### src/rtl/acia_tx_ctrl.sv
// ACIA transmitter: R_SBR rate select, 16x BCLK tick, one-byte holding register, 8N1/8E1 shifter (ACIA_TX_PARITY_EN adds even parity).
// Latency: TX_WR to start bit is 2 XTLI cycles when idle; TX_WR while TX_EMPTY=0 is dropped, and rate writes wait for an idle line.
module acia_tx_ctrl #(
    parameter int         OVSMP     = 16,
    parameter int         STOP_BITS = 1,
    parameter logic [3:0] SBR_RST   = 4'hE
) (
    input  logic       XTLI,
    input  logic       RESET,
    input  logic       BCLK_IN,
    input  logic       SBR_WR,
    input  logic [3:0] SBR_DIN,
    output logic [3:0] R_SBR,
    input  logic       TX_WR,
    input  logic [7:0] TX_DIN,
    output logic       TX_EMPTY,
    output logic       BUSY,
    output logic       TXD
);

    localparam logic [5:0] TICK_LAST = 6'(OVSMP - 1);
    localparam logic [2:0] STOP_LAST = 3'(STOP_BITS - 1);

`ifdef ACIA_TX_PARITY_EN
    typedef enum logic [2:0] {S_IDLE, S_START, S_DATA, S_PARITY, S_STOP} state_t;
`else
    typedef enum logic [2:0] {S_IDLE, S_START, S_DATA, S_STOP} state_t;
`endif

    state_t      state_q, state_d;
    logic [5:0]  tick_cnt_q, tick_cnt_d;
    logic [2:0]  bit_idx_q, bit_idx_d;
    logic [7:0]  shift_q, shift_d;
    logic [7:0]  hold_q, hold_d;
    logic        empty_q, empty_d;
    logic [3:0]  sbr_q, sbr_d;
    logic        pend_q, pend_d;
    logic [3:0]  pend_sbr_q, pend_sbr_d;
    logic        bclk_q, bclk_d;
    logic        txd_q, txd_d;
`ifdef ACIA_TX_PARITY_EN
    logic        par_q, par_d;
`endif

    logic        tick;
    logic        bit_end;
    logic        rate_req;
    logic        take;

    always_comb begin
        state_d    = state_q;
        tick_cnt_d = tick_cnt_q;
        bit_idx_d  = bit_idx_q;
        shift_d    = shift_q;
        hold_d     = hold_q;
        empty_d    = empty_q;
        sbr_d      = sbr_q;
        pend_d     = pend_q;
        pend_sbr_d = pend_sbr_q;
        bclk_d     = BCLK_IN;
        txd_d      = txd_q;
        take       = 1'b0;
`ifdef ACIA_TX_PARITY_EN
        par_d      = par_q;
`endif
        // Rate code 0 makes the generator pass XTLI straight through: every cycle is a tick.
        tick     = (sbr_q == 4'h0) || (BCLK_IN && !bclk_q);
        bit_end  = tick && (tick_cnt_q == TICK_LAST);
        rate_req = pend_q || SBR_WR;

        if (TX_WR && empty_q) begin
            hold_d  = TX_DIN;
            empty_d = 1'b0;
        end
        if (SBR_WR) begin
            pend_sbr_d = SBR_DIN;
            pend_d     = 1'b1;
        end
        if (state_q != S_IDLE && tick) begin
            tick_cnt_d = bit_end ? 6'd0 : tick_cnt_q + 6'd1;
        end

        case (state_q)
            S_IDLE: begin
                // A rate change always wins over starting a frame; the start follows a cycle later.
                if (rate_req) begin
                    sbr_d      = SBR_WR ? SBR_DIN : pend_sbr_q;
                    pend_d     = 1'b0;
                    tick_cnt_d = 6'd0;
                end else if (!empty_q) begin
                    take = 1'b1;
                end
            end
            S_START: begin
                if (bit_end) state_d = S_DATA;
            end
            S_DATA: begin
                if (bit_end) begin
                    shift_d   = {1'b0, shift_q[7:1]};
                    bit_idx_d = bit_idx_q + 3'd1;
                    if (bit_idx_q == 3'd7) begin
`ifdef ACIA_TX_PARITY_EN
                        state_d = S_PARITY;
`else
                        state_d = S_STOP;
`endif
                    end
                end
            end
`ifdef ACIA_TX_PARITY_EN
            S_PARITY: begin
                if (bit_end) state_d = S_STOP;
            end
`endif
            S_STOP: begin
                if (bit_end) begin
                    if (bit_idx_q == STOP_LAST) begin
                        bit_idx_d = 3'd0;
                        if (!empty_q && !rate_req) take = 1'b1;
                        else                       state_d = S_IDLE;
                    end else begin
                        bit_idx_d = bit_idx_q + 3'd1;
                    end
                end
            end
            default: state_d = S_IDLE;
        endcase

        if (take) begin
            state_d    = S_START;
            shift_d    = hold_q;
            empty_d    = 1'b1;
            tick_cnt_d = 6'd0;
            bit_idx_d  = 3'd0;
`ifdef ACIA_TX_PARITY_EN
            par_d      = ^hold_q;
`endif
        end

        // TXD is registered from the next state so the line never glitches.
        case (state_d)
            S_START:  txd_d = 1'b0;
            S_DATA:   txd_d = shift_d[0];
`ifdef ACIA_TX_PARITY_EN
            S_PARITY: txd_d = par_d;
`endif
            default:  txd_d = 1'b1;
        endcase
    end

    always_ff @(posedge XTLI or negedge RESET) begin
        if (!RESET) begin
            state_q    <= S_IDLE;
            tick_cnt_q <= 6'd0;
            bit_idx_q  <= 3'd0;
            shift_q    <= 8'h00;
            hold_q     <= 8'h00;
            empty_q    <= 1'b1;
            sbr_q      <= SBR_RST;
            pend_q     <= 1'b0;
            pend_sbr_q <= 4'h0;
            bclk_q     <= 1'b0;
            txd_q      <= 1'b1;
`ifdef ACIA_TX_PARITY_EN
            par_q      <= 1'b0;
`endif
        end else begin
            state_q    <= state_d;
            tick_cnt_q <= tick_cnt_d;
            bit_idx_q  <= bit_idx_d;
            shift_q    <= shift_d;
            hold_q     <= hold_d;
            empty_q    <= empty_d;
            sbr_q      <= sbr_d;
            pend_q     <= pend_d;
            pend_sbr_q <= pend_sbr_d;
            bclk_q     <= bclk_d;
            txd_q      <= txd_d;
`ifdef ACIA_TX_PARITY_EN
            par_q      <= par_d;
`endif
        end
    end

    assign R_SBR    = sbr_q;
    assign TX_EMPTY = empty_q;
    assign BUSY     = (state_q != S_IDLE);
    assign TXD      = txd_q;

endmodule

### config.mk
export PLATFORM = sky130hd
export DESIGN_NAME = acia_tx_ctrl
export DESIGN_NICKNAME = d
export VERILOG_FILES = /design/src/rtl/acia_tx_ctrl.sv
export SDC_FILE = /design/constraint.sdc
export NUM_CORES = 1
export LEC_CHECK = 0
export CORE_ASPECT_RATIO = 2
export CORE_UTILIZATION = 66
export CTS_CLUSTER_SIZE = 30
export DETAILED_ROUTE_END_ITERATION = 7
export DONT_BUFFER_PORTS = 1
export PLACE_DENSITY = 0.82
export SYNTH_ARGS = -nofsm -noshare
export SYNTH_HDL_FRONTEND = slang
export SYNTH_SLANG_ARGS = --single-unit
### constraint.sdc
create_clock -name XTLI -period 3.35 [get_ports XTLI]
set_clock_uncertainty 0.1 [all_clocks]
set_input_delay 0.1675 -clock XTLI [delete_from_list [all_inputs] [get_ports XTLI]]
set_output_delay 0.1675 -clock XTLI [all_outputs]
set_load 0.02 [all_outputs]
== After elaboration in Yosys (flattened, before gate mapping) ==
Index checks and enable logic that the tools add are counted.
W data, S select, Z words.
Storage, ports and cells
  output and inout bits: 7
  logic and storage cells: 78
  register bits after elaboration: 40
  input port bits: 17
Operators by class
  mux-type cells: 34
  reductions and logical operators: 21
  add/sub/neg operators: 2
  equal/unequal tests: 9
Operators with widths (number)
  $mux W3: 11
  $mux W6: 5
  $mux W8: 3
  $pmux W3 S4: 1
  $mux W1: 10
  $eq A3 B2 Y1 const B: 3
  $add A6 B1 Y6 const B: 1
  $eq A3 B1 Y1 const B: 2
  $eq A6 B4 Y1 const B: 1
  $logic_not A3 Y1: 2
  $ne A3 B3 Y1 const B: 2
  $pmux W3 S2: 1
  $reduce_bool A2 Y1: 3
  $reduce_bool A3 Y1: 2
  $logic_and A1 B1 Y1: 5
  $logic_not A4 Y1: 1
  $mux W4: 1
  $pmux W1 S2: 2
  $reduce_and A2 Y1: 2
  $add A3 B1 Y3 const B: 1
  $eq A3 B3 Y1 const B: 1
  $logic_not A1 Y1: 3
  $reduce_and A3 Y1: 1
  $logic_or A1 B1 Y1: 2

== Longest topological paths before layout ==
  depth in word-level cells: 10
  gate-level depth with buffers: 7
  gate-level depth less buffers: 7

== Worst setup path after synthesis ==
Ideal clock, no wire load.
  path kind: flip-flop to flip-flop
  start: register sbr_q[0] (netlist: R_SBR[0])
  end: register shift_q[2]
  cell stages (with the launch flop): 6
  setup time: 0.126 ns
  clock period less this slack: 1.870 ns
  arrival time: 1.644 ns
  path buffers: 0
  data required time: 3.124 ns
  setup slack: 1.480 ns
  cell sequence: dfrtp_1 -> nor4_4 -> o211a_2 -> a21o_4 -> a21oi_2 -> a221o_1
On the way
  word-level cells in the longest chain between the ends: 7
  elaborated cells on any way between the ends: 9
  those cells by class: mux (3); reduce/logical (6)
RTL lines
  start, declared: RTL line 36  | logic [3:0] sbr_q, sbr_d;
  start signal, assigned: RTL line 174  | sbr_q <= sbr_d;
  $logic_not A4 Y1 *: RTL line 67  | tick = (sbr_q == 4'h0) || (BCLK_IN && !bclk_q);
  $logic_or A1 B1 Y1 *: RTL line 67
  $logic_and A1 B1 Y1 *: RTL line 68  | bit_end = tick && (tick_cnt_q == TICK_LAST);
  $mux W1: RTL line 116  | if (bit_end) begin
  $pmux W1 S2: RTL line 83  | case (state_q)
  $reduce_bool A2 Y1 (no source line)
  $reduce_and A2 Y1 (no source line)
  end signal, assigned: RTL line 171  | shift_q <= shift_d;
  end, declared: RTL line 33  | logic [7:0] shift_q, shift_d;
Every way passes the cells marked *; elsewhere a longest branch is shown, timed or not.
A chain may end at the register's enable or synchronous reset.

== Worst setup path in the final report ==
  start: register state_q[0]
  end: register sbr_q[0] (netlist: R_SBR[0])
On the way
  word-level cells in the longest chain between the ends: 2
RTL lines
  start, declared: RTL line 30  | state_t state_q, state_d;
  start signal, assigned: RTL line 168  | state_q <= state_d;
  $logic_not A3 Y1: RTL line 83
  $reduce_and A2 Y1 (no source line)
Every way passes these cells.

==> run metrics <==
Leakage 0.960 nW; grt total ovfl 0; sequential fraction of the synthesis area 54.4%; Die Height 76.9 um; routed wire length 3.94 mm; CP peak stage delay roughly 500 ps; Worst R2R Setup Slack 1210 ps; Max-Cap Viols 0; global router's overall resource usage 30.0%; CP Data Arrival Time 2220 ps; post-layout util 85.3%; Worst Setup SP state_q[0]; fillers 135; dominant synthesized flop cell dfrtp_1; ANT nets after route 0; post-synth cell types 39; Reg area 0.00101 mm2; Synth top area share 47.3%; commonest cells after routing, fill and taps aside dfrtp_1 (35), dlygate4sd3_1 (20), mux2_2 (16), nor2_1 (15); Worst setup SP type register; # rows 26; drt via density 6.41; most common cell after layout, fill and taps aside dfrtp_1; CTS clock-pin slew for the worst setup and hold paths roughly 80 ps; mapped cell area 0.00185 mm2; Post-Synthesis Cells 151; path type of the worst setup path register to register; Synth area leader dfrtp_1; initial DRC count 54; syn nets between 150 and 200; Hold Buf Count CTS 21; Synth warnings 0; CTS tree yes; flip-flop and latch count after synthesis 40; EDFF count, synth 0; IO Pins 24; peak supply drop approximately 0.00047 V; Tcrit/Tclk final 64.0%; Hold Vio Cnt, Final 0; fin worst setup slack about 1200 ps; end point of the critical path R_SBR[0]; cts repair resizes 0; CTS Sinks 40; share of cells above drive strength 1 23.3%; fin crit period 2140 ps; Pre-Repair DR Iteration Count 6; sum of negative setup slack 0 ps; clk root buf clkbuf_8; largest net degree at the start of global routing 41; Critical Path Sink Type register; Worst Path Required 3430 ps; Least-Margin Pin Slew 535 ps; Worst-Skew Late Latency 290 ps; area of the multi-input gates between 800 and 900 um2; postcts setup bufs 0; max-slew violations 0; routability congestion estimate 0.844; Final Cell Area 0.00222 mm2; Die W 39.4 um; RSZ-0062 raised after global routing false; Core Region 0.00260 mm2; Max H-tree Level 2; vias in the first global route approximately 1400; dpl cells 179; critical path's slowest cell dfrtp_1; status complete, no violations; Longest Clk Path Bufs 2; Synth async-reset ratio 100%; top post-synthesis cells by area dfrtp_1 (47%), mux2_2 (9.7%), dfstp_2 (7.1%), a221o_1 (3.8%), nor2_1 (3.0%); Power Density 610 mW/mm2; initial antenna violation count 0; TritonCTS buffer count 5; worst setup slack after placement between 1000 and 1500 ps; Die ar. between 0.003 and 0.004 mm2; HP Class input pin to register; DP HPWL roughly 2.4 mm; Starting Density 71.1%; critical-path cell list nor3_2 -> inv_1 -> nor2_1 -> mux2_2; R2R cell count 4; Syn Area/Cell 12.3 um2; Synth-to-Final Area Change 19.9%; post-DR wirelength/cell 18.9 um; first-pass GRT wire length 6.28 mm; Post-Layout Cell Count 208; RR Startpoint state_q[0]; Setup Viol. Count Final 0; largest fanout on the critical path 7; worst relative slew slack ~64%; reg2reg end R_SBR[0]; Ant. Diodes 0; IO buf count 0; Final nets 200; vias approximately 1300; FMAX 0.467 GHz; DP Area 0.00189 mm2; DRC Markers 0
## where the power goes
part           switching [mW]  internal [mW]
logic                   0.105          0.133
registers               0.114          0.615
clock network           0.166          0.220
## worst min-delay path by stage
stage                start       endpoint  slack [ps]  cells past startpoint
detailed placement   RESET  pend_sbr_q[2]        -230                      0
global route        SBR_WR       R_SBR[3]          70                      2
CTS                 SBR_WR       R_SBR[3]          70                      2
floorplan            RESET       R_SBR[0]        -230                      0
global placement     RESET  pend_sbr_q[0]        -230                      0
finish              SBR_WR       R_SBR[3]          90                      2
## sequential cells by signal (all words and copies together) (netlist names)
name,count
TXD,1
TX_EMPTY,1
pend_q,1
pend_sbr_q,4
bit_idx_q,3
bclk_q,1
state_q,3
shift_q,8
hold_q,8
R_SBR,4
tick_cnt_q,6
## Yosys cell counts, types with 2 or more instances
master	number
dfrtp_1	35
mux2_2	16
nor2_1	15
a21oi_1	7
a221o_1	7
and3_1	7
nand2_1	7
dfstp_2	5
inv_1	5
ha_1	4
o21ai_0	4
xor2_1	4
nor3_1	3
mux2i_1	2
nand2b_1	2
nand4_1	2
nor2b_1	2
o21a_1	2
or3_1	2
## per-stage QoR
| step | power, mW | hold WS, ps |
|---|---|---|
| 5_1_grt | 1.41 | 67.2 |
| 3_3_place_gp | 0.911 | -227 |
| 6_report | 1.35 | 86.9 |
| 2_1_floorplan | 0.871 | -228 |
| 4_1_cts | 1.35 | 70.5 |
| 3_5_place_dp | 0.930 | -227 |
## cells by family (layout without fill, tap and decap cells)
kind of cell	Yosys count	count (layout)	synth area share [%]
simple gates	50	50	16.0
flops	40	40	54.4
other cells	1	1	0.203
compound gates	28	28	12.7
fa+ha+maj	4	4	2.70
xor+xnor	4	4	1.89
mux	18	18	10.8
buf+inv	6	35	1.28
## metal layers
metal	track usage (%)	routed length (um)	vias up	share of wire, %
met5	0	0	-	0
met2	53.8	2300	41	58
met3	6.36	167	15	4.2
li1	-	-	602	-
met1	29.8	1360	676	34
met4	13.1	116	0	2.9
## worst max-delay path, delay by kind of cell, from the launching register on
| kind | cells | cell delay (ps) |
|---|---|---|
| flops | 1 | 500 |
| simple gates | 2 | 790 |
| mux | 1 | 390 |
| buf+inv | 1 | 240 |
## final cells by class
type	instances	share of cell area [%]
clock buffer	5	3.10
clock inverter	3	1.92
inverter	5	0.846
multi-input combinational	105	36.9
sequential	40	45.4
tap	28	1.58
timing repair buffer	22	10.3
(Power assumes the default switching activity.)
